### config.mk
export PLATFORM = sky130hd
export DESIGN_NAME = branch_resolve_unit
export DESIGN_NICKNAME = d
export VERILOG_FILES = /design/src/rtl/branch_resolve_unit.sv
export SDC_FILE = /design/constraint.sdc
export NUM_CORES = 1
export LEC_CHECK = 0
export ABC_AREA = 1
export BUFFER_PORTS_ARGS = -buffer_cell sky130_fd_sc_hd__buf_2
export CORE_AREA = 2 2 163 165
export DETAILED_ROUTE_END_ITERATION = 10
export DIE_AREA = 0 0 165 167
export GPL_ROUTABILITY_DRIVEN = 0
export HOLD_SLACK_MARGIN = 0.02
export PLACE_DENSITY = 0.68
export SLEW_MARGIN = 40
export SYNTH_ARGS = -nofsm -noshare
export SYNTH_HDL_FRONTEND = slang
export SYNTH_SLANG_ARGS = --single-unit
### constraint.sdc
create_clock -name clk -period 3.1 [get_ports clk]
set_input_delay 0.155 -clock clk [delete_from_list [all_inputs] [get_ports clk]]
set_output_delay 0.155 -clock clk [all_outputs]
set_load 0.05 [all_outputs]
### src/rtl/branch_resolve_unit.sv
// Conditional-branch resolver with a 2-bit BHT read by fetch.
// Ports: fetch predict (pred_*), resolve in (res_*), result (out_*), stats.
module branch_resolve_unit #(
  parameter int unsigned XLEN        = 32,
  parameter int unsigned BHT_ENTRIES = 16,
  parameter logic [1:0]  CNT_INIT    = 2'b01
) (
  input  logic            clk,
  input  logic            reset_n,
  input  logic            bht_flush,
  input  logic            pred_req,
  input  logic [XLEN-1:0] pred_pc,
  output logic            pred_valid,
  output logic            pred_taken,
  input  logic            res_valid,
  output logic            res_ready,
  input  logic [XLEN-1:0] res_pc,
  input  logic [2:0]      res_funct3,
  input  logic [XLEN-1:0] res_rs1,
  input  logic [XLEN-1:0] res_rs2,
  input  logic [XLEN-1:0] res_imm,
  input  logic            res_pred_taken,
  output logic            out_valid,
  output logic            out_taken,
  output logic            out_mispredict,
  output logic [XLEN-1:0] out_redirect_pc,
  output logic            out_illegal,
  output logic            out_misaligned,
  output logic [31:0]     stat_branches,
  output logic [31:0]     stat_mispred
);

  localparam int unsigned IDX_W = $clog2(BHT_ENTRIES);

  typedef enum logic {
    SWEEP = 1'b0,
    RUN   = 1'b1
  } state_e;

  typedef struct packed {
    logic            valid;
    logic            taken;
    logic            mispredict;
    logic [XLEN-1:0] redirect;
    logic            illegal;
    logic            misaligned;
  } res_t;

  state_e             state_q, state_d;
  logic [IDX_W-1:0]   ptr_q, ptr_d;
  logic [1:0]         bht_q [BHT_ENTRIES];
  logic [1:0]         bht_d [BHT_ENTRIES];
  res_t               res_q, res_d;
  logic               pv_q, pv_d;
  logic               pt_q, pt_d;
  logic [31:0]        sb_q, sb_d;
  logic [31:0]        sm_q, sm_d;

  logic [IDX_W-1:0]   p_idx;
  logic [IDX_W-1:0]   r_idx;
  logic               accept;
  logic               illegal;
  logic               cond;
  logic               taken;
  logic               misal;
  logic               upd;
  logic [XLEN-1:0]    target;
  logic [XLEN-1:0]    pc4;
  logic [1:0]         cur;

  logic               unused_bits;
  assign unused_bits = ^{pred_pc[XLEN-1:IDX_W+2],
                         pred_pc[1:0]};

  assign p_idx = pred_pc[IDX_W+1:2];
  assign r_idx = res_pc[IDX_W+1:2];

  assign res_ready = (state_q == RUN);

  // A resolve coinciding with a flush is discarded.
  assign accept = res_valid & res_ready & ~bht_flush;

  assign target = res_pc + res_imm;
  assign pc4    = res_pc + XLEN'(4);

  always_comb begin
    cond    = 1'b0;
    illegal = 1'b0;
    unique case (res_funct3)
      3'b000: cond = (res_rs1 == res_rs2);
      3'b001: cond = (res_rs1 != res_rs2);
      3'b100: cond = ($signed(res_rs1) <  $signed(res_rs2));
      3'b101: cond = ($signed(res_rs1) >= $signed(res_rs2));
      3'b110: cond = (res_rs1 <  res_rs2);
      3'b111: cond = (res_rs1 >= res_rs2);
      3'b010,
      3'b011: illegal = 1'b1;
    endcase
  end

  assign taken = cond & ~illegal;
  assign misal = taken & (target[1] | target[0]);
  assign upd   = accept & ~illegal & ~misal;
  assign cur   = bht_q[r_idx];

  // Sweep / run control
  always_comb begin
    state_d = state_q;
    ptr_d   = ptr_q;
    unique case (state_q)
      SWEEP: begin
        ptr_d = ptr_q + IDX_W'(1);
        if (ptr_q == IDX_W'(BHT_ENTRIES - 1)) begin
          state_d = RUN;
        end
      end
      RUN: begin
        ptr_d = '0;
      end
    endcase
    if (bht_flush) begin
      state_d = SWEEP;
      ptr_d   = '0;
    end
  end

  // Sweep writes and resolve updates never overlap:
  // resolves are only accepted in RUN.
  always_comb begin
    bht_d = bht_q;
    if (state_q == SWEEP) begin
      bht_d[ptr_q] = CNT_INIT;
    end else if (upd) begin
      if (taken) begin
        bht_d[r_idx] = (cur == 2'b11) ? cur : cur + 2'b01;
      end else begin
        bht_d[r_idx] = (cur == 2'b00) ? cur : cur - 2'b01;
      end
    end
  end

  // Prediction reads the pre-update counter.
  always_comb begin
    pv_d = pred_req;
    pt_d = pred_req & (state_q == RUN) & bht_q[p_idx][1];
  end

  always_comb begin
    res_d = '0;
    if (accept) begin
      res_d.valid      = 1'b1;
      res_d.taken      = taken;
      res_d.illegal    = illegal;
      res_d.misaligned = misal;
      res_d.redirect   = taken ? target : pc4;
      if (illegal) begin
        res_d.mispredict = res_pred_taken;
      end else if (misal) begin
        res_d.mispredict = 1'b0;
      end else begin
        res_d.mispredict = taken ^ res_pred_taken;
      end
    end
  end

  always_comb begin
    sb_d = sb_q;
    sm_d = sm_q;
    if (accept && !illegal && sb_q != '1) begin
      sb_d = sb_q + 32'd1;
    end
    if (upd && (taken ^ res_pred_taken) && sm_q != '1) begin
      sm_d = sm_q + 32'd1;
    end
  end

  always_ff @(posedge clk or negedge reset_n) begin
    if (!reset_n) begin
      state_q <= SWEEP;
      ptr_q   <= '0;
      res_q   <= '0;
      pv_q    <= 1'b0;
      pt_q    <= 1'b0;
      sb_q    <= '0;
      sm_q    <= '0;
      for (int i = 0; i < int'(BHT_ENTRIES); i++) begin
        bht_q[i] <= CNT_INIT;
      end
    end else begin
      state_q <= state_d;
      ptr_q   <= ptr_d;
      res_q   <= res_d;
      pv_q    <= pv_d;
      pt_q    <= pt_d;
      sb_q    <= sb_d;
      sm_q    <= sm_d;
      bht_q   <= bht_d;
    end
  end

  assign pred_valid      = pv_q;
  assign pred_taken      = pt_q;
  assign out_valid       = res_q.valid;
  assign out_taken       = res_q.taken;
  assign out_mispredict  = res_q.mispredict;
  assign out_redirect_pc = res_q.redirect;
  assign out_illegal     = res_q.illegal;
  assign out_misaligned  = res_q.misaligned;
  assign stat_branches   = sb_q;
  assign stat_mispred    = sm_q;

endmodule

Word level (Yosys, flattened, before mapping)
Cells that the tools add are included.
{"block": "word_totals", "regBits": 140, "in_bits": 169, "output_inout_bits": 104, "word_cells": 116}
{"block": "classes", "addsub": 7, "n_lt_le_gt_ge": 9, "eq_ne": 14, "muxes": 28, "bitwise": 20, "n_reduce_logical": 10}
{"op": "32-bit 2-to-1 mux", "n": 4}
{"op": "32-bit by 1-bit adder with 32-bit output, second input constant", "n": 2}
{"op": "32-bit bitwise mux", "n": 2}
{"op": "32-bit >= comparator", "n": 2}
{"op": "32-bit less-than comparator", "n": 2}
{"op": "32-bit != test, second input constant", "n": 2}
{"op": "37-bit 2-to-1 mux", "n": 1}
{"op": "32-bit by 3-bit adder with 32-bit output, second input constant", "n": 1}
{"op": "32-bit adder", "n": 1}
{"op": "32-bit equality test", "n": 1}
{"op": "32-bit != test", "n": 1}
{"op": "16-bit bitwise AND", "n": 1}
{"op": "2-bit binary-select mux with 4-bit select", "n": 2}
{"op": "2-bit demux with 4-bit select", "n": 2}
{"op": "2-bit 2-to-1 mux", "n": 8}
{"op": "16-bit inverter", "n": 1}
{"op": "16-bit OR", "n": 1}
{"op": "5-bit >= comparator, second input constant", "n": 3}
{"op": "4-bit inverter with 5-bit output", "n": 3}
{"op": "3-bit equality test, second input constant", "n": 4}
{"op": "5-bit by 1-bit less-than comparator with 1-bit output, second input constant", "n": 2}
{"op": "1-bit bitwise AND", "n": 8}
{"op": "4-bit one-hot mux with 2 select lines", "n": 1}
{"op": "3-bit by 2-bit equality test with 1-bit output, second input constant", "n": 2}
{"op": "other kinds (18)", "n": 31}

Longest topological paths before layout
Gate-level depths: netlist of run 1.
{"block": "logic_depth", "ltp_word": 10, "depth_mapped": 22, "ltp_nobuf": 21}

Least setup slack after synthesis of run 1
OpenSTA, ideal clock, no wires.
{"block": "synth_timing", "path_kind": "register to register", "startpoint": "register state_q (netlist: res_ready)", "endpoint": "register sb_q[17] (netlist: stat_branches[17])", "setup_ps": 82, "t_arrival_ps": 2251, "path_slack_ps": 767, "path_stages_with_launch": 11, "path_buffers": 1, "path_cell_list": "dfrtp_1 > buf_2 > nand3_2 > a21oi_4 > nand2_1 > nor2_1 > nand3_1 > nor2_1 > nand2_1 > nor3_1 > xor2_1"}
{"block": "synth_via", "elab_chain_len": 4}
{"item": "start: declaration", "line": "49", "source": "state_e state_q, state_d;"}
{"item": "start signal: assignment", "line": "190", "source": "state_q <= state_d;"}
{"item": "1-bit bitwise AND (2 in series)", "line": "81", "source": "assign accept = res_valid & res_ready & ~bht_flush;"}
{"item": "1-bit logical AND (2 in series)", "line": "169", "source": "if (accept && !illegal && sb_q != '1) begin"}
{"item": "end signal: assignment", "line": "184", "source": "sb_q <= '0;"}
{"item": "end signal: assignment", "line": "195", "source": "sb_q <= sb_d;"}
{"item": "end: declaration", "line": "56", "source": "logic [31:0] sb_q, sb_d;"}
Every way passes these cells.
A chain may end at the register's enable or synchronous reset.

==> results of run 1 <==
## worst max-delay path, stage by stage
cell           delay, ps
dlygate4sd3_1        540
buf_2                130
ha_1                 220
fa_1                 400
nand2_1              100
a21oi_1              110
a31oi_1              270
o21ai_0              180
a21boi_0             430
o21ai_0              290
o21ai_0              220
a21oi_1               60
nor3_1               150
## worst paths after layout
kind                                                   from                             to  slack (ps)  cells past startpoint
worst max-delay path                              res_pc[0]  out_redirect_pc[22]$_DFF_PN0_         220                     13
worst min-delay path                              res_pc[1]   out_redirect_pc[1]$_DFF_PN0_          40                      3
worst max register to register  stat_mispred[2]$_DFFE_PN0P_   stat_mispred[29]$_DFFE_PN0P_         760                     11
worst min register to register        bht_q[12]$_DFFE_PN1P_          bht_q[12]$_DFFE_PN1P_         500                      2
max in group asynchronous                           reset_n  stat_branches[27]$_DFFE_PN0P_        2070                      3
min in group asynchronous                           reset_n  stat_branches[15]$_DFFE_PN0P_         210                      2
## metal layers
metal / wire (um) / track usage, % / up-vias
met1: 15200 / 33.1 / 5505
met3: 2390 / 4.56 / 76
li1: - / - / 6015
met5: 21 / 0 / -
met2: 16100 / 42.3 / 422
met4: 1030 / 9.22 / 4
## Yosys cell counts (3+ instances only)
master,count,area share [%]
buf_2,7,0.30
nor3_1,69,3.0
nand4_1,27,1.5
nor4_1,16,0.87
nand2_1,431,14
xnor2_1,28,2.1
nor2_2,5,0.27
buf_1,3,0.098
o21ai_0,88,3.8
a211oi_1,12,0.78
nor2_1,163,5.3
nor2_4,3,0.29
buf_6,4,0.39
o21a_1,4,0.26
nor3b_1,3,0.20
dfstp_2,16,3.7
nand3_2,3,0.26
ha_1,73,7.9
o21bai_1,3,0.20
dfrtp_1,124,27
a21boi_0,3,0.20
a21o_1,9,0.59
nand2_2,5,0.27
inv_1,194,6.3
xor2_1,76,5.8
o211ai_1,12,0.78
or2_2,5,0.27
nand3_1,139,6.1
buf_4,3,0.20
a31oi_1,3,0.16
clkbuf_1,23,0.75
a21oi_1,88,3.8
## per-stage QoR
step / util [%] / hold WS (ps) / setup WS (ps)
2_1_floorplan: - / -141 / 767
3_3_place_gp: 51.0 / 109 / 392
3_5_place_dp: 51.0 / 110 / 362
4_1_cts: 53.6 / 32.6 / 220
5_1_grt: 53.6 / 56.8 / 102
6_report: 53.7 / 43.9 / 216
## sequential cells by signal (all words and copies together), names as in the netlist
| name | flops |
|---|---|
| pred_taken | 1 |
| out_valid | 1 |
| stat_branches | 32 |
| out_mispredict | 1 |
| out_illegal | 1 |
| pred_valid | 1 |
| res_ready | 1 |
| ptr_q | 4 |
| out_redirect_pc | 32 |
| bht_q | 32 |
| out_misaligned | 1 |
| out_taken | 1 |
| stat_mispred | 32 |
## area by class of cell
| class | instances | share of cell area (%) |
|---|---|---|
| antenna | 4 | 0.0724 |
| timing repair buffer | 276 | 10.8 |
| sequential | 140 | 25.5 |
| inverter | 197 | 5.35 |
| tap | 335 | 3.03 |
| multi-input combinational | 1294 | 50.8 |
| clock inverter | 15 | 1.38 |
| clock buffer | 17 | 3.08 |
## cells by family after synthesis
family	share of synthesized area, %
simple gates	33.4
flops	30.7
compound gates	11.7
xor+xnor	7.93
fa+ha+maj	8.12
buf+inv	8.22
## power by group
part	internal (mW)	leakage [nW]	switching, mW	total, mW
clock	1.10	0.298	1.01	2.11
combinational	0.406	5.10	0.707	1.11
sequential	1.88	1.84	0.0529	1.94
total	3.39	7.23	1.77	5.16
==> metrics.txt, run 1 <==
Sequential Area 0.00352 mm2; Post-CTS Setup Inserts 0; routed vias 12000; period utilization 93.0%; most frequent cells in the layout nand2_1 (431), buf_2 (243), inv_1 (194); synth unique cells 53; fmax 347 MHz; initial drt markers 886; CP Launch Type primary input; Routed Antenna Nets 0; drt wl/cell 15.3 um; CTS Buf Count 17; die width 165 um; number of global-route vias before repair 11600; Initial Utilization 44.6%; final setup vio count 0; DRC 0; setup TNS 0 ps; max-slew violations 0; number of flops mapped to enable cells by yosys 0; overall power 5.16 mW; Max Clock Skew 13.8 ps; Inst Count DP 2236; Main synth FF type dfrtp_1; global-route usage over all layers 25.5%; worst-margin pin slew 589 ps; H-tree depth reported by CTS 4; Die ar. 0.0276 mm2; asr flop ratio synth 100%; hold_buf cts 6; Multi-input gate area 0.00702 mm2; power per standard cell area 373 mW/mm2; global-route wire length before repair 56.8 mm; CTS tree built; Leakage 7.23 nW; clk buf depth 2; Critical Path Fanout Max 3; Clock Latency Late Sink 440 ps; Tmin final 2880 ps; Final #Nets 2169; clk slew on worst S/H paths 70 ps; synthesized area 0.0115 mm2; Site Rows 59; final cell count without fillers 2278; Arr. time, crit path 3240 ps; fin area 0.0138 mm2; WP data required 3460 ps; hold crit path type primary input to register; Hold Vio Cnt, Final 0; PostCTS Resize Cnt 0; port buffer count 244; CTS root buf clkbuf_16; commonest non-fill, non-tap cell in the layout nand2_1; share of layout cells above drive strength 1 18.1%; HPWL Detailed 27.3 mm; status finished, final reports clean; final WL 34.7 mm; Peak VDD IR 0.345 mV; die height 167 um; crit path kind primary input to register; syn_nets 1915; Post-DP Area 0.0131 mm2; Seq cells post-synth 140; Detailed Routing Iterations Pass 1 5; clk sinks 140; area growth from synthesis to final layout 20.3%; Fill cells 2530; Syn Inst Count 1672; drt via density 5.28; Max Cap Violations 0; core area 0.0258 mm2; CP Capture Type register; global route overflow 0; synth warn 0; RSZ-0062 raised after global routing false; Avg Cell Area, Syn 6.87 um2; IO Count 273; Rel. slew slack 60.7%; sequential-to-total area share from yosys stat 30.7%; pin count of the biggest net entering global routing 61; initial antenna violation count 6
Power figures use the tool's default switching activity.
==> run 2: changes to the inputs <==
- ABC_AREA: 1 -> not set
- CORE_AREA: 2 2 163 165 -> 2 2 149 151
- DIE_AREA: 0 0 165 167 -> 0 0 151 153
- PLACE_DENSITY: 0.68 -> 0.7
==> run 2 against run 1 <==
Effect of this change: via count fell by 28%; final cell count fell by 31%; global-route usage fell by 2.4 points; non-clock buffer count rose by 18; clock skew fell by 5.5 ps; register-to-register slack got worse by 390 ps; sequential power fell by 3%; critical endpoint is now stat_mispred[5]$_DFFE_PN0P_; highest routed layer unchanged.
==> metrics.txt, run 2 <==
status finished, final reports clean; Max Clock Skew 8.28 ps; CP max stage delay 550 ps; crit path kind primary input to register; routed vias 8684; H-tree depth reported by CTS 4; clk buf depth 2; most frequent cells in the layout buf_2 (243), dfrtp_1 (123), nand2_1 (92); die height 153 um; Yosys top cell area share 32.6%; met2 usage in global routing 37.1%; Leakage 5.93 nW; max-slew violations 0; global route overflow 0; Detailed Routing Iterations Pass 1 5; Tmin final 2960 ps; fin area 0.0120 mm2; Main synth FF type dfrtp_1; CTS tree built; synthesized area 0.00952 mm2; syn_nets 1245; setup TNS 0 ps; core area 0.0215 mm2; XOR/XNOR Fraction of Synth Area 10.8%; synth warn 0; met1 GRT Util 30.7%; asr flop ratio synth 100%; critical path's top delay family simple AND/OR/NAND/NOR gates; global-route usage over all layers 23.1%; Routed Antenna Nets 0; worst-margin pin slew 795 ps; Peak VDD IR 0.338 mV; pin count of the biggest net entering global routing 88; number of flops mapped to enable cells by yosys 0; final setup vio count 0; Final #Nets 1526; Critical Path Fanout Max 4; most used routing layer in global routing met2; final setup margin 137 ps; HPWL Detailed 20.1 mm; CTS Buf Count 17; Hold Vio Cnt, Final 0; Simple-Gate Fraction of Synth Area 19.3%; port buffer count 244; Rel. slew slack 46.9%; area growth from synthesis to final layout 26.0%; initial drt markers 427; number of global-route vias before repair 8781; Yosys top cell by area dfrtp_1; Max Cap Violations 0; synth unique cells 71; hold crit path type primary input to register; sequential-to-total area share from yosys stat 37.0%; Synth Area in Compound Gates 12.7%; DRC 0; share of layout cells above drive strength 1 29.9%; IO Count 273; multiplexer share of the synthesized area 6.67%; clk slew on worst S/H paths 60 ps; Initial Utilization 44.3%; CTS root buf clkbuf_16; final WL 26.1 mm; commonest cells in the netlist dfrtp_1 (124), nand2_1 (92), xnor2_1 (86); clk sinks 140; CP Capture Type register; Post-Place Setup Slack -351 ps; CP Launch Type primary input; Arr. time, crit path 3300 ps; drt via density 5.51; most common cell in the netlist dfrtp_1; fmax 338 MHz; Syn Inst Count 1002; period utilization 95.6%; crit-path cells buf_2 > inv_1 > ha_1 > nand4_2 > or4_4 > or3_1 > and3b_4 > o32a_1 > and4_4 > mux2i_4 > buf_4 > nor4_2 > xor2_1; commonest non-fill, non-tap cell in the layout buf_2; Site Rows 54; Synth area leaders dfrtp_1 (33%), ha_1 (9.6%), xnor2_1 (7.9%), dfstp_2 (4.4%), nand2_1 (3.6%); Crit-path slowest cell or4_4; Clock Latency Late Sink 420 ps; Die ar. 0.0231 mm2; met3 usage 5.07%; CP bufs+invs 3; largest family of logic cells by synthesized area simple AND/OR/NAND/NOR gates; Seq cells post-synth 140; drt wl/cell 16.6 um; adder-cell share of the synthesized area 9.92%; initial antenna violation count 2; global-route wire length before repair 43.1 mm; Post-DP Area 0.0114 mm2; Avg Cell Area, Syn 9.51 um2; Inst Count DP 1541; die width 151 um; power per standard cell area 407 mW/mm2; overall power 4.88 mW; Fill cells 1943; WP data required 3440 ps; final cell count without fillers 1577
## run 2: worst paths after layout
check	startpoint	endpoint	slack [ps]	cells past startpoint
min in group asynchronous	reset_n	stat_branches[8]$_DFFE_PN0P_	340	2
max reg2reg	stat_mispred[6]$_DFFE_PN0P_	stat_mispred[27]$_DFFE_PN0P_	370	11
max in group asynchronous	reset_n	out_redirect_pc[24]$_DFF_PN0_	2050	3
min reg2reg	stat_branches[9]$_DFFE_PN0P_	stat_branches[9]$_DFFE_PN0P_	480	1
min	res_pc[31]	out_redirect_pc[31]$_DFF_PN0_	50	3
max	res_rs2[30]	stat_mispred[5]$_DFFE_PN0P_	140	13
## run 2: timing repair
action,4_1_cts,5_1_grt
gates resized for setup,0,6
setup buffers,0,0
hold buffers,3,0
hold endpoints to repair,77,0
endpoints found under the setup margin,0,16
## run 2: kinds of logic after synthesis
| kind of cell | count (synthesis) |
|---|---|
| flops | 140 |
| xor+xnor | 117 |
| mux | 42 |
| buf+inv | 85 |
| simple gates | 360 |
| fa+ha+maj | 75 |
| compound gates | 183 |
## run 2: worst min-delay path, stage by stage
cell     delay [ps]
buf_2            90
o21ai_0          60
nor3b_1         130
## run 2: final cells by class
| type | instances | area (um2) | area share [%] |
|---|---|---|---|
| antenna | 2 | 5.00 | 0.0417 |
| clock buffer | 19 | 443 | 3.69 |
| clock inverter | 12 | 138 | 1.15 |
| inverter | 53 | 199 | 1.66 |
| multi-input combinational | 777 | 5700 | 47.5 |
| sequential | 140 | 3520 | 29.4 |
| tap | 280 | 350 | 2.92 |
| timing repair buffer | 294 | 1640 | 13.7 |
## run 2: metal layers
metal	part of all wire [%]	routed length, um
met2	46	12100
met3	7.7	2020
met1	43	11300
met5	0.11	29
met4	2.7	699
## run 2: stage by stage
step,hold WS [ps],utilization (%)
floorplan,-141,-
global placement,278,52.8
finish,53.3,55.8
CTS,41.6,55.7
detailed placement,215,52.9
global route,49.4,55.8
## run 2: power by group
part / total (mW) / internal, mW / switching [mW] / leakage, nW
clock: 2.05 / 1.21 / 0.840 / 0.281
sequential: 1.88 / 1.85 / 0.0245 / 1.87
combinational: 0.948 / 0.423 / 0.525 / 3.78
total: 4.88 / 3.49 / 1.39 / 5.93
